<file path="src/rtl/ooo_pkg.sv">
// ooo_pkg: shared definitions for the out-of-order completion path.
//   - source encodings of the execution units that feed the CDB
//   - field widths of a completed result
//   - packed result record carried from an execution unit to the CDB
//   - rr_add: modulo-NUM_SRC increment used by the round-robin scheduler
package ooo_pkg;

   localparam int SRC_ALU   = 0;
   localparam int SRC_LSU   = 1;
   localparam int SRC_MUL   = 2;
   localparam int NUM_SRC   = 3;
   localparam int SRC_W     = 2;

   localparam int ROB_IDX_W = 5;
   localparam int PRD_W     = 5;
   localparam int XLEN      = 32;

   typedef struct packed {
      logic [ROB_IDX_W-1:0] rob_idx;
      logic [PRD_W-1:0]     prd;
      logic [XLEN-1:0]      value;
   } cdb_result_t;

   // (p + k) mod NUM_SRC, for p in 0..NUM_SRC-1.
   function automatic logic [SRC_W-1:0] rr_add(logic [SRC_W-1:0] p, int unsigned k);
      int unsigned s;
      s = int'(p) + k;
      return SRC_W'(s % NUM_SRC);
   endfunction

endpackage

</file>
<file path="src/rtl/cdb_arbiter_if.sv">
// cdb_arbiter_if: handshake and bus signals of the completion-bus arbiter.
//   Per source (alu/lsu/mul): valid_i, ready_o, rob_idx_i, prd_i, value_i.
//   Control: flush_i, cdb_stall_i. CDB: cdb_valid_o, cdb_src_o, cdb_rob_idx_o,
//   cdb_prd_o, cdb_value_o. Debug: dbg_rr_ptr_o (round-robin pointer).
//
// Handshake: a source result transfers on a rising edge where valid_i and
// ready_o are both high and flush_i is low; ready_o never depends on valid_i.
// A CDB result is consumed on an edge where cdb_valid_o is high and
// cdb_stall_i is low; while stalled the CDB outputs hold bit-stable.
// master = the environment (execution units + CDB consumer), slave = arbiter.
interface cdb_arbiter_if;
   import ooo_pkg::*;

   logic                 flush_i;
   logic                 cdb_stall_i;

   logic                 alu_valid_i, lsu_valid_i, mul_valid_i;
   logic                 alu_ready_o, lsu_ready_o, mul_ready_o;
   logic [ROB_IDX_W-1:0] alu_rob_idx_i, lsu_rob_idx_i, mul_rob_idx_i;
   logic [PRD_W-1:0]     alu_prd_i, lsu_prd_i, mul_prd_i;
   logic [XLEN-1:0]      alu_value_i, lsu_value_i, mul_value_i;

   logic                 cdb_valid_o;
   logic [SRC_W-1:0]     cdb_src_o;
   logic [ROB_IDX_W-1:0] cdb_rob_idx_o;
   logic [PRD_W-1:0]     cdb_prd_o;
   logic [XLEN-1:0]      cdb_value_o;
   logic [SRC_W-1:0]     dbg_rr_ptr_o;

   modport master (
      output flush_i, cdb_stall_i,
      output alu_valid_i, lsu_valid_i, mul_valid_i,
      output alu_rob_idx_i, lsu_rob_idx_i, mul_rob_idx_i,
      output alu_prd_i, lsu_prd_i, mul_prd_i,
      output alu_value_i, lsu_value_i, mul_value_i,
      input  alu_ready_o, lsu_ready_o, mul_ready_o,
      input  cdb_valid_o, cdb_src_o, cdb_rob_idx_o, cdb_prd_o, cdb_value_o,
      input  dbg_rr_ptr_o
   );

   modport slave (
      input  flush_i, cdb_stall_i,
      input  alu_valid_i, lsu_valid_i, mul_valid_i,
      input  alu_rob_idx_i, lsu_rob_idx_i, mul_rob_idx_i,
      input  alu_prd_i, lsu_prd_i, mul_prd_i,
      input  alu_value_i, lsu_value_i, mul_value_i,
      output alu_ready_o, lsu_ready_o, mul_ready_o,
      output cdb_valid_o, cdb_src_o, cdb_rob_idx_o, cdb_prd_o, cdb_value_o,
      output dbg_rr_ptr_o
   );

endinterface

</file>
<file path="src/rtl/cdb_arbiter_src_q.sv">
// cdb_src_q: Q_DEPTH-deep FIFO of completed results for one execution unit.
//   clk_i, reset_i : clock, synchronous active-high reset
//   flush_i        : empty the queue; overrides push and pop
//   push_i, data_i : offered result (accepted only while ready_o)
//   pop_i          : remove the head (ignored when empty)
//   ready_o        : count < Q_DEPTH, from registered state only
//   empty_o        : count == 0
//   head_o         : oldest stored result
module cdb_src_q
   import ooo_pkg::*;
#(
   parameter int Q_DEPTH = 2
) (
   input  logic        clk_i,
   input  logic        reset_i,
   input  logic        flush_i,
   input  logic        push_i,
   input  cdb_result_t data_i,
   input  logic        pop_i,
   output logic        ready_o,
   output logic        empty_o,
   output cdb_result_t head_o
);

   localparam int PTR_W = $clog2(Q_DEPTH);
   localparam int CNT_W = PTR_W + 1;

   logic [PTR_W-1:0] wr_ptr_q, wr_ptr_d, rd_ptr_q, rd_ptr_d;
   logic [CNT_W-1:0] count_q, count_d;
   cdb_result_t      mem_q [Q_DEPTH];
   logic             push_ok, pop_ok;

   assign ready_o = (count_q < CNT_W'(Q_DEPTH));
   assign empty_o = (count_q == '0);
   assign head_o  = mem_q[rd_ptr_q];

   assign push_ok = push_i & ready_o & ~flush_i;
   assign pop_ok  = pop_i & ~empty_o & ~flush_i;

   always_comb begin
      wr_ptr_d = wr_ptr_q;
      rd_ptr_d = rd_ptr_q;
      count_d  = count_q;
      if (flush_i) begin
         wr_ptr_d = '0;
         rd_ptr_d = '0;
         count_d  = '0;
      end else begin
         // Depth is a power of two, so pointer wrap is the natural overflow.
         if (push_ok) wr_ptr_d = wr_ptr_q + PTR_W'(1);
         if (pop_ok)  rd_ptr_d = rd_ptr_q + PTR_W'(1);
         count_d = count_q + CNT_W'(push_ok) - CNT_W'(pop_ok);
      end
   end

   always_ff @(posedge clk_i) begin
      if (reset_i) begin
         wr_ptr_q <= '0;
         rd_ptr_q <= '0;
         count_q  <= '0;
      end else begin
         wr_ptr_q <= wr_ptr_d;
         rd_ptr_q <= rd_ptr_d;
         count_q  <= count_d;
      end
   end

   // Storage needs no reset: only slots covered by count are ever read.
   always_ff @(posedge clk_i) begin
      if (push_ok) mem_q[wr_ptr_q] <= data_i;
   end

endmodule

</file>
<file path="src/rtl/cdb_arbiter.sv">
// cdb_arbiter: drains three per-unit result queues onto a registered CDB
// with a round-robin scheduler, honouring a downstream stall and a flush.
//   clk_i, reset_i : clock, synchronous active-high reset
//   bus            : cdb_arbiter_if.slave (source handshakes, flush, stall,
//                    CDB outputs, round-robin pointer for debug)
module cdb_arbiter
   import ooo_pkg::*;
#(
   parameter int Q_DEPTH = 2
) (
   input  logic          clk_i,
   input  logic          reset_i,
   cdb_arbiter_if.slave  bus
);

   logic [NUM_SRC-1:0] q_push, q_pop, q_ready, q_empty;
   cdb_result_t        q_data [NUM_SRC];
   cdb_result_t        q_head [NUM_SRC];

   assign q_push[SRC_ALU] = bus.alu_valid_i;
   assign q_push[SRC_LSU] = bus.lsu_valid_i;
   assign q_push[SRC_MUL] = bus.mul_valid_i;
   assign q_data[SRC_ALU] = {bus.alu_rob_idx_i, bus.alu_prd_i, bus.alu_value_i};
   assign q_data[SRC_LSU] = {bus.lsu_rob_idx_i, bus.lsu_prd_i, bus.lsu_value_i};
   assign q_data[SRC_MUL] = {bus.mul_rob_idx_i, bus.mul_prd_i, bus.mul_value_i};
   assign bus.alu_ready_o = q_ready[SRC_ALU];
   assign bus.lsu_ready_o = q_ready[SRC_LSU];
   assign bus.mul_ready_o = q_ready[SRC_MUL];

   for (genvar s = 0; s < NUM_SRC; s++) begin : g_q
      cdb_src_q #(.Q_DEPTH(Q_DEPTH)) u_q (
         .clk_i   (clk_i),
         .reset_i (reset_i),
         .flush_i (bus.flush_i),
         .push_i  (q_push[s]),
         .data_i  (q_data[s]),
         .pop_i   (q_pop[s]),
         .ready_o (q_ready[s]),
         .empty_o (q_empty[s]),
         .head_o  (q_head[s])
      );
   end

   // Output register and scheduler state.
   logic             cdb_valid_q, cdb_valid_d;
   logic [SRC_W-1:0] cdb_src_q, cdb_src_d;
   cdb_result_t      cdb_res_q, cdb_res_d;
   logic [SRC_W-1:0] rr_ptr_q, rr_ptr_d;

   logic             out_free;
   logic             gnt_found;
   logic [SRC_W-1:0] gnt_idx;
   logic [SRC_W-1:0] cand;

   assign out_free = ~cdb_valid_q | ~bus.cdb_stall_i;

   // First non-empty queue scanning from rr_ptr upward (mod NUM_SRC).
   always_comb begin
      gnt_found = 1'b0;
      gnt_idx   = rr_ptr_q;
      cand      = rr_ptr_q;
      for (int k = 0; k < NUM_SRC; k++) begin
         cand = rr_add(rr_ptr_q, k);
         if (!gnt_found && !q_empty[cand]) begin
            gnt_found = 1'b1;
            gnt_idx   = cand;
         end
      end
   end

   assign q_pop = (out_free && gnt_found && !bus.flush_i)
                  ? (NUM_SRC'(1) << gnt_idx) : '0;

   always_comb begin
      cdb_valid_d = cdb_valid_q;
      cdb_src_d   = cdb_src_q;
      cdb_res_d   = cdb_res_q;
      rr_ptr_d    = rr_ptr_q;
      if (bus.flush_i) begin
         // rr_ptr survives a flush; only the valid bit is dropped.
         cdb_valid_d = 1'b0;
      end else if (out_free) begin
         if (gnt_found) begin
            cdb_valid_d = 1'b1;
            cdb_src_d   = gnt_idx;
            cdb_res_d   = q_head[gnt_idx];
            rr_ptr_d    = rr_add(gnt_idx, 1);
         end else begin
            cdb_valid_d = 1'b0;
         end
      end
   end

   always_ff @(posedge clk_i) begin
      if (reset_i) begin
         cdb_valid_q <= 1'b0;
         cdb_src_q   <= '0;
         cdb_res_q   <= '0;
         rr_ptr_q    <= '0;
      end else begin
         cdb_valid_q <= cdb_valid_d;
         cdb_src_q   <= cdb_src_d;
         cdb_res_q   <= cdb_res_d;
         rr_ptr_q    <= rr_ptr_d;
      end
   end

   assign bus.cdb_valid_o   = cdb_valid_q;
   assign bus.cdb_src_o     = cdb_src_q;
   assign bus.cdb_rob_idx_o = cdb_res_q.rob_idx;
   assign bus.cdb_prd_o     = cdb_res_q.prd;
   assign bus.cdb_value_o   = cdb_res_q.value;
   assign bus.dbg_rr_ptr_o  = rr_ptr_q;

endmodule

</file>
<file path="src/flat_wrapper.sv">
// flat-port wrapper written by rule: the top's interface ports become plain ports
module cdb_arbiter_flat import ooo_pkg::*;
#(
   parameter int Q_DEPTH = 2
)
  (clk_i, reset_i, bus_flush_i, bus_cdb_stall_i, bus_alu_valid_i, bus_lsu_valid_i, bus_mul_valid_i, bus_alu_rob_idx_i, bus_lsu_rob_idx_i, bus_mul_rob_idx_i, bus_alu_prd_i, bus_lsu_prd_i, bus_mul_prd_i, bus_alu_value_i, bus_lsu_value_i, bus_mul_value_i, bus_alu_ready_o, bus_lsu_ready_o, bus_mul_ready_o, bus_cdb_valid_o, bus_cdb_src_o, bus_cdb_rob_idx_o, bus_cdb_prd_o, bus_cdb_value_o, bus_dbg_rr_ptr_o);
  cdb_arbiter_if bus_i ();
  input  logic clk_i;
  input  logic reset_i;
  input wire logic [$bits(bus_i.flush_i)-1:0] bus_flush_i;
  input wire logic [$bits(bus_i.cdb_stall_i)-1:0] bus_cdb_stall_i;
  input wire logic [$bits(bus_i.alu_valid_i)-1:0] bus_alu_valid_i;
  input wire logic [$bits(bus_i.lsu_valid_i)-1:0] bus_lsu_valid_i;
  input wire logic [$bits(bus_i.mul_valid_i)-1:0] bus_mul_valid_i;
  input wire logic [$bits(bus_i.alu_rob_idx_i)-1:0] bus_alu_rob_idx_i;
  input wire logic [$bits(bus_i.lsu_rob_idx_i)-1:0] bus_lsu_rob_idx_i;
  input wire logic [$bits(bus_i.mul_rob_idx_i)-1:0] bus_mul_rob_idx_i;
  input wire logic [$bits(bus_i.alu_prd_i)-1:0] bus_alu_prd_i;
  input wire logic [$bits(bus_i.lsu_prd_i)-1:0] bus_lsu_prd_i;
  input wire logic [$bits(bus_i.mul_prd_i)-1:0] bus_mul_prd_i;
  input wire logic [$bits(bus_i.alu_value_i)-1:0] bus_alu_value_i;
  input wire logic [$bits(bus_i.lsu_value_i)-1:0] bus_lsu_value_i;
  input wire logic [$bits(bus_i.mul_value_i)-1:0] bus_mul_value_i;
  output wire logic [$bits(bus_i.alu_ready_o)-1:0] bus_alu_ready_o;
  output wire logic [$bits(bus_i.lsu_ready_o)-1:0] bus_lsu_ready_o;
  output wire logic [$bits(bus_i.mul_ready_o)-1:0] bus_mul_ready_o;
  output wire logic [$bits(bus_i.cdb_valid_o)-1:0] bus_cdb_valid_o;
  output wire logic [$bits(bus_i.cdb_src_o)-1:0] bus_cdb_src_o;
  output wire logic [$bits(bus_i.cdb_rob_idx_o)-1:0] bus_cdb_rob_idx_o;
  output wire logic [$bits(bus_i.cdb_prd_o)-1:0] bus_cdb_prd_o;
  output wire logic [$bits(bus_i.cdb_value_o)-1:0] bus_cdb_value_o;
  output wire logic [$bits(bus_i.dbg_rr_ptr_o)-1:0] bus_dbg_rr_ptr_o;
  assign bus_i.flush_i = bus_flush_i;
  assign bus_i.cdb_stall_i = bus_cdb_stall_i;
  assign bus_i.alu_valid_i = bus_alu_valid_i;
  assign bus_i.lsu_valid_i = bus_lsu_valid_i;
  assign bus_i.mul_valid_i = bus_mul_valid_i;
  assign bus_i.alu_rob_idx_i = bus_alu_rob_idx_i;
  assign bus_i.lsu_rob_idx_i = bus_lsu_rob_idx_i;
  assign bus_i.mul_rob_idx_i = bus_mul_rob_idx_i;
  assign bus_i.alu_prd_i = bus_alu_prd_i;
  assign bus_i.lsu_prd_i = bus_lsu_prd_i;
  assign bus_i.mul_prd_i = bus_mul_prd_i;
  assign bus_i.alu_value_i = bus_alu_value_i;
  assign bus_i.lsu_value_i = bus_lsu_value_i;
  assign bus_i.mul_value_i = bus_mul_value_i;
  assign bus_alu_ready_o = bus_i.alu_ready_o;
  assign bus_lsu_ready_o = bus_i.lsu_ready_o;
  assign bus_mul_ready_o = bus_i.mul_ready_o;
  assign bus_cdb_valid_o = bus_i.cdb_valid_o;
  assign bus_cdb_src_o = bus_i.cdb_src_o;
  assign bus_cdb_rob_idx_o = bus_i.cdb_rob_idx_o;
  assign bus_cdb_prd_o = bus_i.cdb_prd_o;
  assign bus_cdb_value_o = bus_i.cdb_value_o;
  assign bus_dbg_rr_ptr_o = bus_i.dbg_rr_ptr_o;
  cdb_arbiter #(.Q_DEPTH(Q_DEPTH)) u_core (.clk_i(clk_i), .reset_i(reset_i), .bus(bus_i));
endmodule
</file>
<file path="config.mk">
export PLATFORM = sky130hd
export DESIGN_NAME = cdb_arbiter_flat
export DESIGN_NICKNAME = d
export VERILOG_FILES = /design/src/rtl/ooo_pkg.sv /design/src/rtl/cdb_arbiter_if.sv /design/src/rtl/cdb_arbiter_src_q.sv /design/src/rtl/cdb_arbiter.sv /design/src/flat_wrapper.sv
export SDC_FILE = /design/constraint.sdc
export NUM_CORES = 1
export LEC_CHECK = 0
export BUFFER_PORTS_ARGS = -buffer_cell sky130_fd_sc_hd__buf_2
export CAP_MARGIN = 20
export CORE_MARGIN = 5
export CORE_UTILIZATION = 45
export DETAILED_ROUTE_END_ITERATION = 10
export PLACE_DENSITY = 0.65
export SLEW_MARGIN = 20
export SYNTH_ARGS = -nofsm -noshare
export SYNTH_HDL_FRONTEND = slang
export SYNTH_SLANG_ARGS = --single-unit
</file>
<file path="constraint.sdc">
create_clock -name clk_i -period 8 [get_ports clk_i]
set_clock_uncertainty 0.15 [all_clocks]
set_input_delay 0.8 -clock clk_i [delete_from_list [all_inputs] [get_ports clk_i]]
set_output_delay 0.8 -clock clk_i [all_outputs]
set_load 0.1 [all_outputs]
</file>
==> metrics.txt <==
# TYPE chip_impl_metric gauge
chip_impl_info{name="startpoint_type",value="register"} 1
chip_impl_metric{name="numCtsBuffers",unit=""} 35
chip_impl_metric{name="synthCells",unit=""} 729
chip_impl_metric{name="max_freq",unit="MHz"} 256
chip_impl_info{name="run_status",value="completed"} 1
chip_impl_metric{name="yosys.area_share.simple",unit="%"} 4.42
chip_impl_metric{name="floorplan.core_area",unit="sq um"} 26900
chip_impl_metric{name="detailed_place.area",unit="sq um"} 13500
chip_impl_metric{name="clk_pin_slew",unit="ps"} 60
chip_impl_metric{name="synthAdderAreaFrac",unit="%"} 1.02
chip_impl_metric{name="grt_start_max_net_pins",unit=""} 47
chip_impl_metric{name="cts.htree.levels",unit=""} 2
chip_impl_metric{name="route.detailed.vias_per_inst",unit=""} 5.43
chip_impl_metric{name="cts_num_sinks",unit=""} 314
chip_impl_metric{name="final-max-slew-violation-count",unit=""} 0
chip_impl_metric{name="synth.yosys.seq_area_share",unit="%"} 71.9
chip_impl_metric{name="critPathMaxFanout",unit=""} 45
chip_impl_metric{name="worstPathRequired",unit="ps"} 8220
chip_impl_metric{name="period_needed",unit="ps"} 3910
chip_impl_metric{name="final_net_count",unit=""} 1064
chip_impl_metric{name="dp.final_hpwl",unit="microns"} 17300
chip_impl_metric{name="initial_antenna_violation_count",unit=""} 5
chip_impl_metric{name="p_leak",unit="uW"} 0.00559
chip_impl_metric{name="clock_latency",unit="ps"} 500
chip_impl_metric{name="drcViolationCount",unit=""} 0
chip_impl_metric{name="synth-edff-count",unit=""} 252
chip_impl_metric{name="antenna_left",unit=""} 0
chip_impl_metric{name="yosys-mux-area-fraction",unit="%"} 14.2
chip_impl_info{name="hp-class",value="in -> reg"} 1
chip_impl_info{name="rsz0062_at_grt",value="false"} 1
chip_impl_info{name="post-synth-top-count-cell",value="sky130_fd_sc_hd__edfxtp_1"} 1
chip_impl_info{name="netlist.top_cell.by_area",value="sky130_fd_sc_hd__edfxtp_1"} 1
chip_impl_metric{name="hold_violations",unit=""} 0
chip_impl_metric{name="worst_slew_pin_slew",unit="ps"} 1080
chip_impl_metric{name="row_count",unit=""} 60
chip_impl_metric{name="final_design_area_no_fill",unit="sq um"} 14700
chip_impl_metric{name="drt_pre_antenna_iters",unit=""} 5
chip_impl_metric{name="grtUsageTotal",unit="%"} 18.3
chip_impl_metric{name="synth_nets",unit=""} 872
chip_impl_info{name="critPathCaptureType",value="register"} 1
chip_impl_metric{name="num_vias",unit=""} 7002
chip_impl_metric{name="first_pass_grt_wire_length",unit="microns"} 43300
chip_impl_metric{name="cp_data_arrival_time",unit="ps"} 4130
chip_impl_metric{name="totalWireLength",unit="microns"} 28200
chip_impl_metric{name="pin_count",unit=""} 183
chip_impl_metric{name="syn-mean-instance-area",unit="sq um"} 16.8
chip_impl_metric{name="starting_density",unit="%"} 45.6
chip_impl_metric{name="number_of_register_bits_inferred_by_synthesis",unit=""} 314
chip_impl_metric{name="overall_power",unit="uW"} 4730
chip_impl_metric{name="violation_count_after_the_first_detailed_route_iteration",unit=""} 459
chip_impl_info{name="synth.top_cells.by_area",value="sky130_fd_sc_hd__edfxtp_1, sky130_fd_sc_hd__mux2i_1, sky130_fd_sc_hd__dfxtp_1, sky130_fd_sc_hd__mux2_2, sky130_fd_sc_hd__a221o_1"} 1
chip_impl_info{name="cts-root-buf",value="sky130_fd_sc_hd__clkbuf_16"} 1
chip_impl_info{name="synth_top_family_by_area",value="multiplexers"} 1
chip_impl_metric{name="die_w",unit="microns"} 175
chip_impl_metric{name="post_cts.repair.setup_buffers",unit=""} 0
chip_impl_metric{name="cap_viol_max_count",unit=""} 0
chip_impl_metric{name="numPlacedInstances",unit=""} 1225
chip_impl_info{name="critPathKind",value="reg -> reg"} 1
chip_impl_metric{name="design.die.area",unit="sq um"} 30600
chip_impl_metric{name="synth_xor_area_share",unit="%"} 0.715
chip_impl_metric{name="filler_free_cell_count_of_the_finished_design",unit=""} 1290
chip_impl_metric{name="fin_worst_hold_slack",unit="ps"} 334
chip_impl_info{name="synthTopCellsByCount",value="sky130_fd_sc_hd__edfxtp_1, sky130_fd_sc_hd__mux2i_1, sky130_fd_sc_hd__dfxtp_1, sky130_fd_sc_hd__and3_1, sky130_fd_sc_hd__mux2_2"} 1
chip_impl_metric{name="port-buffer-count",unit=""} 182
chip_impl_info{name="tritoncts_clock_tree",value="built"} 1
chip_impl_metric{name="synth.distinct_cells",unit=""} 48
chip_impl_metric{name="cts_repair_resizes",unit=""} 0
chip_impl_metric{name="first_global_vias",unit=""} 7511
chip_impl_metric{name="gp_congestion",unit=""} 0.794
chip_impl_metric{name="slew-limit-headroom",unit="%"} 28.0
chip_impl_metric{name="grt_overflow_total",unit=""} 0
chip_impl_metric{name="power.ir.vdd_worst",unit="uV"} 194
chip_impl_info{name="synth_flop_type",value="sky130_fd_sc_hd__edfxtp_1"} 1
chip_impl_metric{name="synth-warning-count",unit=""} 0
chip_impl_metric{name="mappedNetlistArea",unit="sq um"} 12300
chip_impl_metric{name="area.growth.synth_to_final",unit="%"} 20.0
chip_impl_metric{name="cellPowerDensity",unit="nW/um^2"} 321
chip_impl_metric{name="yosysTopAreaCellShare",unit="%"} 61.8
chip_impl_metric{name="final.setup.tns",unit="ps"} 0
chip_impl_metric{name="synthArstFlopShare",unit="%"} 0
chip_impl_metric{name="die_height",unit="microns"} 175
chip_impl_metric{name="ctsHoldBuffers",unit=""} 0
chip_impl_metric{name="cts_max_path_buffers",unit=""} 3
chip_impl_metric{name="drt-wirelength-per-cell",unit="microns"} 21.8
chip_impl_metric{name="finalSetupViolCount",unit=""} 0
chip_impl_metric{name="final_min_period_over_clock_period",unit="%"} 48.9
chip_impl_metric{name="final_layout_size_suffix_gt1_share",unit="%"} 33.0
chip_impl_metric{name="synth-compound-area-share",unit="%"} 5.38
## per-stage QoR
| step | util (%) | worst slack (ps) |
|---|---|---|
| floorplan | - | 3790 |
| global placement | 50.4 | 4180 |
| detailed placement | 50.4 | 4100 |
| CTS | 54.7 | 4080 |
| global route | 54.7 | 3830 |
| finish | 54.7 | 4090 |
## worst paths after layout
path	start	endpoint	slack, ps	depth (start not counted)
setup / recovery	u_core.bus.dbg_rr_ptr_o[0]	u_core.g_q[1].u_q.count_q[1]	4090	14
hold / removal	bus_alu_value_i[14]	u_core.g_q[0].u_q.mem_q[0][14]	330	1
hold reg to reg	u_core.g_q[0].u_q.rd_ptr_q	u_core.g_q[0].u_q.rd_ptr_q	340	2
setup reg to reg	u_core.bus.dbg_rr_ptr_o[0]	u_core.g_q[1].u_q.count_q[1]	4090	14
## cells in the final DEF (no fill, tap or decap), types with 10 or more instances in the layout
master,n
sky130_fd_sc_hd__mux2_2,42
sky130_fd_sc_hd__mux2i_1,127
sky130_fd_sc_hd__buf_2,182
sky130_fd_sc_hd__edfxtp_1,252
sky130_fd_sc_hd__buf_4,15
sky130_fd_sc_hd__xnor2_1,10
sky130_fd_sc_hd__ha_1,10
sky130_fd_sc_hd__a221o_1,40
sky130_fd_sc_hd__nor2_1,21
sky130_fd_sc_hd__dfxtp_1,59
sky130_fd_sc_hd__inv_1,14
sky130_fd_sc_hd__and3_1,42
sky130_fd_sc_hd__clkbuf_16,35
## state kept, by name, summed over array words and instances (netlist names), 3 cells and up, named ones only
| signal | flops |
|---|---|
| u_core.g_q.u_q.mem_q | 252 |
| u_core.bus.cdb_value_o | 32 |
| u_core.g_q.u_q.count_q | 6 |
| u_core.bus.cdb_prd_o | 5 |
| u_core.bus.cdb_rob_idx_o | 5 |
| u_core.g_q.u_q.rd_ptr_q | 3 |
| u_core.g_q.u_q.wr_ptr_q | 3 |
## area by class of cell
cell class                      instances  area [sq um]
Antenna cell                            3          7.51
Clock buffer                           45           943
Clock inverter                         17           211
Fill cell                            2188         12200
Inverter                               14          52.6
Multi-Input combinational cell        359          3220
Sequential cell                       314          8810
Tap cell                              341           427
Timing Repair Buffer                  197          1020
## power by group
group	internal, uW	total [uW]	leakage (uW)	switching [uW]
Combinational	304	1190	0.00221	881
Clock	994	1610	0.000566	613
Sequential	1880	1930	0.00282	52.7
## kinds of logic (layout without fill, tap and decap cells)
| group | after synthesis | after routing |
|---|---|---|
| compound gates | 73 | 73 |
| buf+inv | 56 | 273 |
| flops | 314 | 314 |
| xor+xnor | 10 | 10 |
| simple gates | 97 | 97 |
| fa+ha+maj | 10 | 10 |
| mux | 169 | 169 |
| other cells | 0 | 3 |
## critical path, stage by stage (launching register included)
cell	delay, ps
sky130_fd_sc_hd__dfxtp_1	370
sky130_fd_sc_hd__inv_1	100
sky130_fd_sc_hd__ha_1	330
sky130_fd_sc_hd__or4b_1	530
sky130_fd_sc_hd__o32ai_1	200
sky130_fd_sc_hd__nor4_1	180
sky130_fd_sc_hd__a211oi_4	220
sky130_fd_sc_hd__buf_4	710
sky130_fd_sc_hd__nor2_1	100
sky130_fd_sc_hd__ha_1	310
sky130_fd_sc_hd__inv_1	40
sky130_fd_sc_hd__ha_1	170
sky130_fd_sc_hd__xnor2_1	160
sky130_fd_sc_hd__xnor2_1	140
sky130_fd_sc_hd__nor2_1	50
## routing by layer
layer  track usage [%]  share of wire, %
met2              31.4                50
met5                 0             0.046
met3              3.31               5.8
met4              5.89               2.1
met1              23.7                42
(Power assumes the default switching activity.)
